$ cat config.mk
export PLATFORM = sky130hd
export DESIGN_NAME = bcd_serial_addsub
export DESIGN_NICKNAME = d
export VERILOG_FILES = /design/src/rtl/bcd_pkg.sv /design/src/rtl/bcd_digit_adder.sv /design/src/rtl/bcd_serial_addsub.sv
export SDC_FILE = /design/constraint.sdc
export NUM_CORES = 1
export LEC_CHECK = 0
export ABC_AREA = 1
export CAP_MARGIN = 20
export CORE_MARGIN = 2
export CORE_UTILIZATION = 49
export CTS_BUF_LIST = sky130_fd_sc_hd__clkbuf_4 sky130_fd_sc_hd__clkbuf_8
export DETAILED_ROUTE_END_ITERATION = 10
export PLACE_DENSITY = 0.85
export SKIP_CTS_REPAIR_TIMING = 1
export SYNTH_ARGS = -nofsm -noshare
export SYNTH_HDL_FRONTEND = slang
export SYNTH_HIERARCHICAL = 1
export SYNTH_SLANG_ARGS = --single-unit
export TNS_END_PERCENT = 5
$ cat constraint.sdc
create_clock -name clk -period 2.7 [get_ports clk]
set_input_delay 0.675 -clock clk [delete_from_list [all_inputs] [get_ports clk]]
set_output_delay 0.675 -clock clk [all_outputs]
set_load 0.05 [all_outputs]
$ cat src/rtl/bcd_pkg.sv
// Shared types and helpers for the digit-serial BCD add/subtract block.
package bcd_pkg;

    typedef enum logic [1:0] {
        IDLE,
        RUN,
        RECOMP,
        DONE
    } state_t;

    localparam logic [3:0] BCD_NINE = 4'd9;
    localparam logic [3:0] BCD_FIX  = 4'd6;

    // A nibble is a legal BCD digit when it lies in 0..9.
    function automatic logic is_bcd(input logic [3:0] nibble);
        return nibble <= BCD_NINE;
    endfunction

endpackage

$ cat src/rtl/bcd_digit_adder.sv
// One BCD digit of addition: x + y + cin with decimal (>9) correction.
module bcd_digit_adder
    import bcd_pkg::*;
(
    input  logic [3:0] x,
    input  logic [3:0] y,
    input  logic       cin,
    output logic [3:0] digit,
    output logic       cout
);

    logic [4:0] sum;

    // Binary sum, then add six and raise carry when it leaves the decimal range.
    always_comb begin
        sum = {1'b0, x} + {1'b0, y} + {4'b0, cin};
        if (sum > 5'd9) begin
            digit = sum[3:0] + BCD_FIX;
            cout  = 1'b1;
        end else begin
            digit = sum[3:0];
            cout  = 1'b0;
        end
    end

endmodule

$ cat src/rtl/bcd_serial_addsub.sv
// Digit-serial BCD adder/subtractor, LSD first, with tens'-complement recompletion
// of negative differences so that the result is always a magnitude.
module bcd_serial_addsub
    import bcd_pkg::*;
#(
    parameter int NDIGITS = 4
) (
    input  logic                 clk,
    input  logic                 rst,
    input  logic                 start,
    input  logic                 sub,
    input  logic [4*NDIGITS-1:0] a,
    input  logic [4*NDIGITS-1:0] b,
    output logic                 busy,
    output logic                 done,
    output logic [4*NDIGITS-1:0] result,
    output logic                 carry_out,
    output logic                 negative,
    output logic                 invalid
);

    localparam int W  = 4 * NDIGITS;
    localparam int IW = (NDIGITS > 1) ? $clog2(NDIGITS) : 1;

    state_t          state, state_nxt;
    logic [W-1:0]    a_sr, b_sr;
    logic            sub_r;
    logic            carry;
    logic [IW-1:0]   idx;
    logic            last;
    logic            any_bad;
    logic [3:0]      x, y, dig;
    logic            dcout;

    assign last = (idx == IW'(NDIGITS - 1));
    assign busy = (state != IDLE);
    assign done = (state == DONE);

    // Screen the live operands so a bad digit is known at the capture edge.
    always_comb begin
        any_bad = 1'b0;
        for (int i = 0; i < NDIGITS; i++) begin
            if (!is_bcd(a[4*i +: 4]) || !is_bcd(b[4*i +: 4]))
                any_bad = 1'b1;
        end
    end

    // Operand mux: RUN adds A to B (or B's nines' complement); RECOMP takes the
    // nines' complement of the partial result, so the +1 carry yields 10^N - R.
    always_comb begin
        if (state == RECOMP) begin
            x = BCD_NINE - result[3:0];
            y = 4'd0;
        end else begin
            x = a_sr[3:0];
            y = sub_r ? (BCD_NINE - b_sr[3:0]) : b_sr[3:0];
        end
    end

    bcd_digit_adder u_dig (
        .x     (x),
        .y     (y),
        .cin   (carry),
        .digit (dig),
        .cout  (dcout)
    );

    // State register.
    always_ff @(posedge clk or posedge rst) begin
        if (rst) state <= IDLE;
        else     state <= state_nxt;
    end

    // Next-state logic; a subtraction that ends without carry borrowed, so recomplement.
    always_comb begin
        state_nxt = state;
        case (state)
            IDLE:    if (start) state_nxt = any_bad ? DONE : RUN;
            RUN:     if (last)  state_nxt = (!sub_r || dcout) ? DONE : RECOMP;
            RECOMP:  if (last)  state_nxt = DONE;
            DONE:    state_nxt = IDLE;
            default: state_nxt = IDLE;
        endcase
    end

    // Datapath: operand shifters, result shifter (new digit enters at the top),
    // digit counter, carry and flag registers.
    always_ff @(posedge clk or posedge rst) begin
        if (rst) begin
            a_sr      <= '0;
            b_sr      <= '0;
            sub_r     <= 1'b0;
            carry     <= 1'b0;
            idx       <= '0;
            result    <= '0;
            carry_out <= 1'b0;
            negative  <= 1'b0;
            invalid   <= 1'b0;
        end else begin
            case (state)
                IDLE: begin
                    if (start) begin
                        a_sr      <= a;
                        b_sr      <= b;
                        sub_r     <= sub;
                        carry     <= sub;
                        idx       <= '0;
                        result    <= '0;
                        carry_out <= 1'b0;
                        negative  <= 1'b0;
                        invalid   <= any_bad;
                    end
                end
                RUN: begin
                    a_sr   <= a_sr >> 4;
                    b_sr   <= b_sr >> 4;
                    result <= (result >> 4) | (W'(dig) << (W - 4));
                    carry  <= dcout;
                    idx    <= last ? '0 : idx + IW'(1);
                    if (last) begin
                        if (!sub_r) begin
                            carry_out <= dcout;
                        end else if (!dcout) begin
                            negative <= 1'b1;
                            carry    <= 1'b1;
                        end
                    end
                end
                RECOMP: begin
                    result <= (result >> 4) | (W'(dig) << (W - 4));
                    carry  <= dcout;
                    idx    <= last ? '0 : idx + IW'(1);
                end
                default: ;
            endcase
        end
    end

endmodule
==> results_tabular.tex <==
\begin{tabular}{lr}
\hline
Metric & Value \\
\hline
\multicolumn{2}{l}{\textbf{Timing}} \\
Final critical path time including I/O delays and setup & 2710 ps \\
Max-slew headroom & 0.657 \\
Fin Clk Skew & 9.78 ps \\
Number of hold-slack violations in the final timing report & 0 \\
Achievable clock frequency & 369 MHz \\
Worst Slack Setup Final & -9.19 ps \\
Finish-stage setup viols & 2 \\
Crit share post-route & 1.00 \\
Setup Total Neg Slack & -10.9 ps \\
Transition at the pin with the smallest max-transition slack & 514 ps \\
Unrepaired setup endpoints after global routing & yes \\
Max-slew violation total from the final report & 0 \\
\multicolumn{2}{l}{\textbf{Floorplan}} \\
Horizontal die dimension & 83.2 microns \\
Floorplan row count & 28 \\
Die outline area & 6920 sq um \\
Core ar. & 5990 sq um \\
Starting utilization of the core area & 0.513 \\
Vertical die dimension & 83.2 microns \\
Total I/O pin count & 57 \\
\multicolumn{2}{l}{\textbf{Clock network}} \\
Worst-skew pair later-pin latency & 340 ps \\
Sink Count & 57 \\
Clock slew at reported path FFs & 60 ps \\
Maximum number of buffers from clock root to sink & 2 \\
H-tree lvl count & 3 \\
Number of buffers created by CTS & 9 \\
Clock root buffer master & sky130\_fd\_sc\_hd\_\_clkbuf\_8 \\
Clock tree from TritonCTS & yes \\
\multicolumn{2}{l}{\textbf{Routing}} \\
Avg WL per Cell & 13.0 microns \\
DRC marker count from the first detailed-route iteration & 142 \\
Wire length after detailed routing & 6660 microns \\
DR WL met3 & 337 microns \\
Via Count & 2659 \\
First-pass detailed-route iteration total & 4 \\
Drt via density & 5.18 \\
Residual antenna-violating net count after detailed routing & 0 \\
Amount of wire on met2 after detailed routing & 3230 microns \\
Max Used Layer & met4 \\
Remaining DRCs & 0 \\
Length of routed wiring on met1 & 2960 microns \\
\multicolumn{2}{l}{\textbf{Place}} \\
Worst slack after detailed placement & -15.9 ps \\
Final weighted congestion of routability-driven global placement & 0.835 \\
DP Area & 3750 sq um \\
Number of buffers added on ports & 56 \\
Placed wire-length estimate after detailed placement & 4830 microns \\
\multicolumn{2}{l}{\textbf{Run}} \\
Number of max-cap violations & 0 \\
\multicolumn{2}{l}{\textbf{Synth}} \\
Count of state elements after synthesis & 57 \\
Portion of the post-synthesis area used by sequential elements & 0.464 \\
Synth top cells by count & sky130\_fd\_sc\_hd\_\_nand2\_1 (75), sky130\_fd\_sc\_hd\_\_inv\_1 (63), sky130\_fd\_sc\_hd\_\_dfrtp\_1 (57) \\
Largest cells by area after synthesis & sky130\_fd\_sc\_hd\_\_dfrtp\_1 (46\%), sky130\_fd\_sc\_hd\_\_nand2\_1 (9.2\%), sky130\_fd\_sc\_hd\_\_inv\_1 (7.7\%) \\
Synthesized-area fraction occupied by ao, oa, aoi and oai cells & 0.192 \\
Post-synth top area share & 0.464 \\
Largest family of logic cells by synthesized area & compound AO/OA/AOI/OAI gates \\
Share of synthesized cell area in full adder, half adder and majority cells & 0.0578 \\
Post-synth cell types & 28 \\
Asr flop ratio synth & 1.00 \\
XOR/XNOR Fraction of Synth Area & 0.00570 \\
Syn\_nets & 420 \\
Simple-gate share of the synthesized area & 0.170 \\
Synth Area per Inst & 8.28 sq um \\
Number of warnings printed during yosys synthesis & 6 \\
Synth area leader & sky130\_fd\_sc\_hd\_\_dfrtp\_1 \\
Top\_reg\_cell synth & sky130\_fd\_sc\_hd\_\_dfrtp\_1 \\
Netlist area before placement & 3070 sq um \\
Most common cell in the synthesized netlist & sky130\_fd\_sc\_hd\_\_nand2\_1 \\
EDFF count, synth & 0 \\
Gate count of the mapped netlist & 371 \\
Portion of netlist area occupied by mux cells & 0 \\
\multicolumn{2}{l}{\textbf{Setup path}} \\
Critical Path Max Stage Delay & 610 ps \\
Crit end category & register \\
Number of cells on the worst reg-to-reg path & 15 \\
Reg-to-reg startpoint & state[0]\$\_DFFE\_PP0P\_ \\
Slowest CP cell & sky130\_fd\_sc\_hd\_\_fa\_2 \\
Crit Path Class & reg2reg \\
Startpoint types & register \\
Critical Path Most Common Cell & sky130\_fd\_sc\_hd\_\_nand2\_4 \\
Worst r2r dst & negative\$\_DFFE\_PP0P\_ \\
Max FO, Critical Path & 5 \\
Critical-path cell list & inv\_2 -> ha\_4 -> inv\_4 -> nand2\_2 -> o21ai\_2 -> fa\_2 -> fa\_2 -> inv\_2 -> ha\_4 -> a21oi\_4 -> nand2\_4 -> nand2\_4 -> nand2\_4 -> nand4\_1 -> a21oi\_1 \\
Required @ worst endpoint & 2910 ps \\
Signal arrival time at the worst endpoint & 2910 ps \\
Internal reg-to-reg setup slack & -9 ps \\
\multicolumn{2}{l}{\textbf{Layout}} \\
Number of diodes & 0 \\
Share of post-route cells with drive strength above 1 & 0.144 \\
Final Cell Area & 4020 sq um \\
Synth-to-Final Area Change & 30.7\% \\
Final nets & 483 \\
Area taken by multi-input logic gates & 1380 sq um \\
Sequential cell area & 1430 sq um \\
Filler Cells Inserted & 469 \\
\multicolumn{2}{l}{\textbf{Global routing}} \\
Total routing resource utilization after global routing & 0.202 \\
GRT overflow & 0 \\
Antenna violations before repair & 0 \\
First-pass GRT wire length & 11300 microns \\
Number of global-route vias before repair & 2534 \\
Largest net degree at the start of global routing & 58 \\
\multicolumn{2}{l}{\textbf{Min path}} \\
End point of the worst hold path & invalid\$\_DFFE\_PP0P\_ \\
Count of cells along the worst hold path & 2 \\
Worst Hold Launch & invalid\$\_DFFE\_PP0P\_ \\
Worst min-delay path class & reg2reg \\
\multicolumn{2}{l}{\textbf{Status}} \\
Violations in the final reports & setup timing \\
Result of the run & finished with violations \\
\hline
\end{tabular}
-- sequential cells by signal, summed over array words and instances (netlist names) --
register   flops
a_sr          16
b_sr          16
carry          1
carry_out      1
idx            2
invalid        1
negative       1
result        16
state          2
sub_r          1
-- logic make-up after synthesis --
| kind of cell | after synthesis |
|---|---|
| compound gates | 97 |
| xor+xnor | 2 |
| fa+ha+maj | 13 |
| buf+inv | 80 |
| flops | 57 |
| simple gates | 122 |
-- worst max path at each step --
stage | slack, ps | from | to | cells past startpoint
3_5_place_dp | -20 | state[0]$_DFFE_PP0P_ | carry$_DFFE_PP0P_ | 18
6_report | -9 | state[0]$_DFFE_PP0P_ | negative$_DFFE_PP0P_ | 15
4_1_cts | -30 | state[0]$_DFFE_PP0P_ | carry$_DFFE_PP0P_ | 18
2_1_floorplan | 20 | state[0]$_DFFE_PP0P_ | carry$_DFFE_PP0P_ | 18
3_3_place_gp | 70 | state[0]$_DFFE_PP0P_ | negative$_DFFE_PP0P_ | 15
5_1_grt | -130 | state[0]$_DFFE_PP0P_ | result[13]$_DFFE_PP0P_ | 16
-- per-stage QoR --
step | hold WS, ps | instances | util
global route | 525 | 513 | 0.670
detailed placement | 481 | 496 | 0.626
CTS | 499 | 511 | 0.659
floorplan | 486 | 371 | -
global placement | 473 | 496 | 0.626
finish | 494 | 513 | 0.670
-- metal layers --
layer  vias up  global-route usage
met1      1253               0.241
met3        10              0.0567
met2        63               0.344
met5         -                   0
met4         0              0.0805
li1       1333                   -
-- placed cells by master (no fill, tap or decap) --
| master | n |
|---|---|
| sky130_fd_sc_hd__bufinv_16 | 1 |
| sky130_fd_sc_hd__inv_2 | 4 |
| sky130_fd_sc_hd__ha_4 | 2 |
| sky130_fd_sc_hd__nand2_1 | 71 |
| sky130_fd_sc_hd__nand2_2 | 8 |
| sky130_fd_sc_hd__inv_1 | 59 |
| sky130_fd_sc_hd__o21ai_1 | 5 |
| sky130_fd_sc_hd__ha_1 | 9 |
| sky130_fd_sc_hd__dfrtp_1 | 57 |
| sky130_fd_sc_hd__a21oi_2 | 2 |
| sky130_fd_sc_hd__a21oi_4 | 1 |
| sky130_fd_sc_hd__a21oi_1 | 8 |
| sky130_fd_sc_hd__inv_4 | 1 |
| sky130_fd_sc_hd__o22ai_1 | 12 |
| sky130_fd_sc_hd__clkbuf_8 | 11 |
| sky130_fd_sc_hd__clkinv_2 | 2 |
| sky130_fd_sc_hd__nand4_1 | 2 |
| sky130_fd_sc_hd__nand3_2 | 1 |
| sky130_fd_sc_hd__buf_4 | 11 |
| sky130_fd_sc_hd__a31oi_2 | 3 |
| sky130_fd_sc_hd__fa_2 | 2 |
| sky130_fd_sc_hd__nor2_1 | 16 |
| sky130_fd_sc_hd__nand3_1 | 17 |
| sky130_fd_sc_hd__nor2_2 | 4 |
| sky130_fd_sc_hd__xnor2_1 | 2 |
| sky130_fd_sc_hd__o211ai_1 | 16 |
| sky130_fd_sc_hd__o21ai_4 | 1 |
| sky130_fd_sc_hd__clkbuf_4 | 1 |
| sky130_fd_sc_hd__o21ai_2 | 3 |
| sky130_fd_sc_hd__o21ai_0 | 40 |
| sky130_fd_sc_hd__buf_12 | 2 |
| sky130_fd_sc_hd__nand2_4 | 3 |
| sky130_fd_sc_hd__a31oi_1 | 6 |
| sky130_fd_sc_hd__clkdlybuf4s50_1 | 55 |
-- critical path, delay by kind of cell, from the launching register on --
family | cells | cell delay, ps
AO/OA/AOI/OAI | 3 | 260
adder cells (fa/ha/maj) | 4 | 1340
buffers and inverters | 3 | 200
flip-flops | 1 | 390
AND/OR/NAND/NOR | 5 | 410
-- layout make-up --
| cell class | instances | area share |
|---|---|---|
| flip-flops and latches | 57 | 0.355 |
| multi-input cells | 234 | 0.344 |
| repair buffers | 68 | 0.168 |
| inverters | 64 | 0.0605 |
| clock buffers | 12 | 0.0396 |
| well taps | 75 | 0.0234 |
| clock inverters | 3 | 0.00997 |
Power is not shown: default switching activity piles up to over one toggle a cycle in this logic, so the estimate is an artifact.
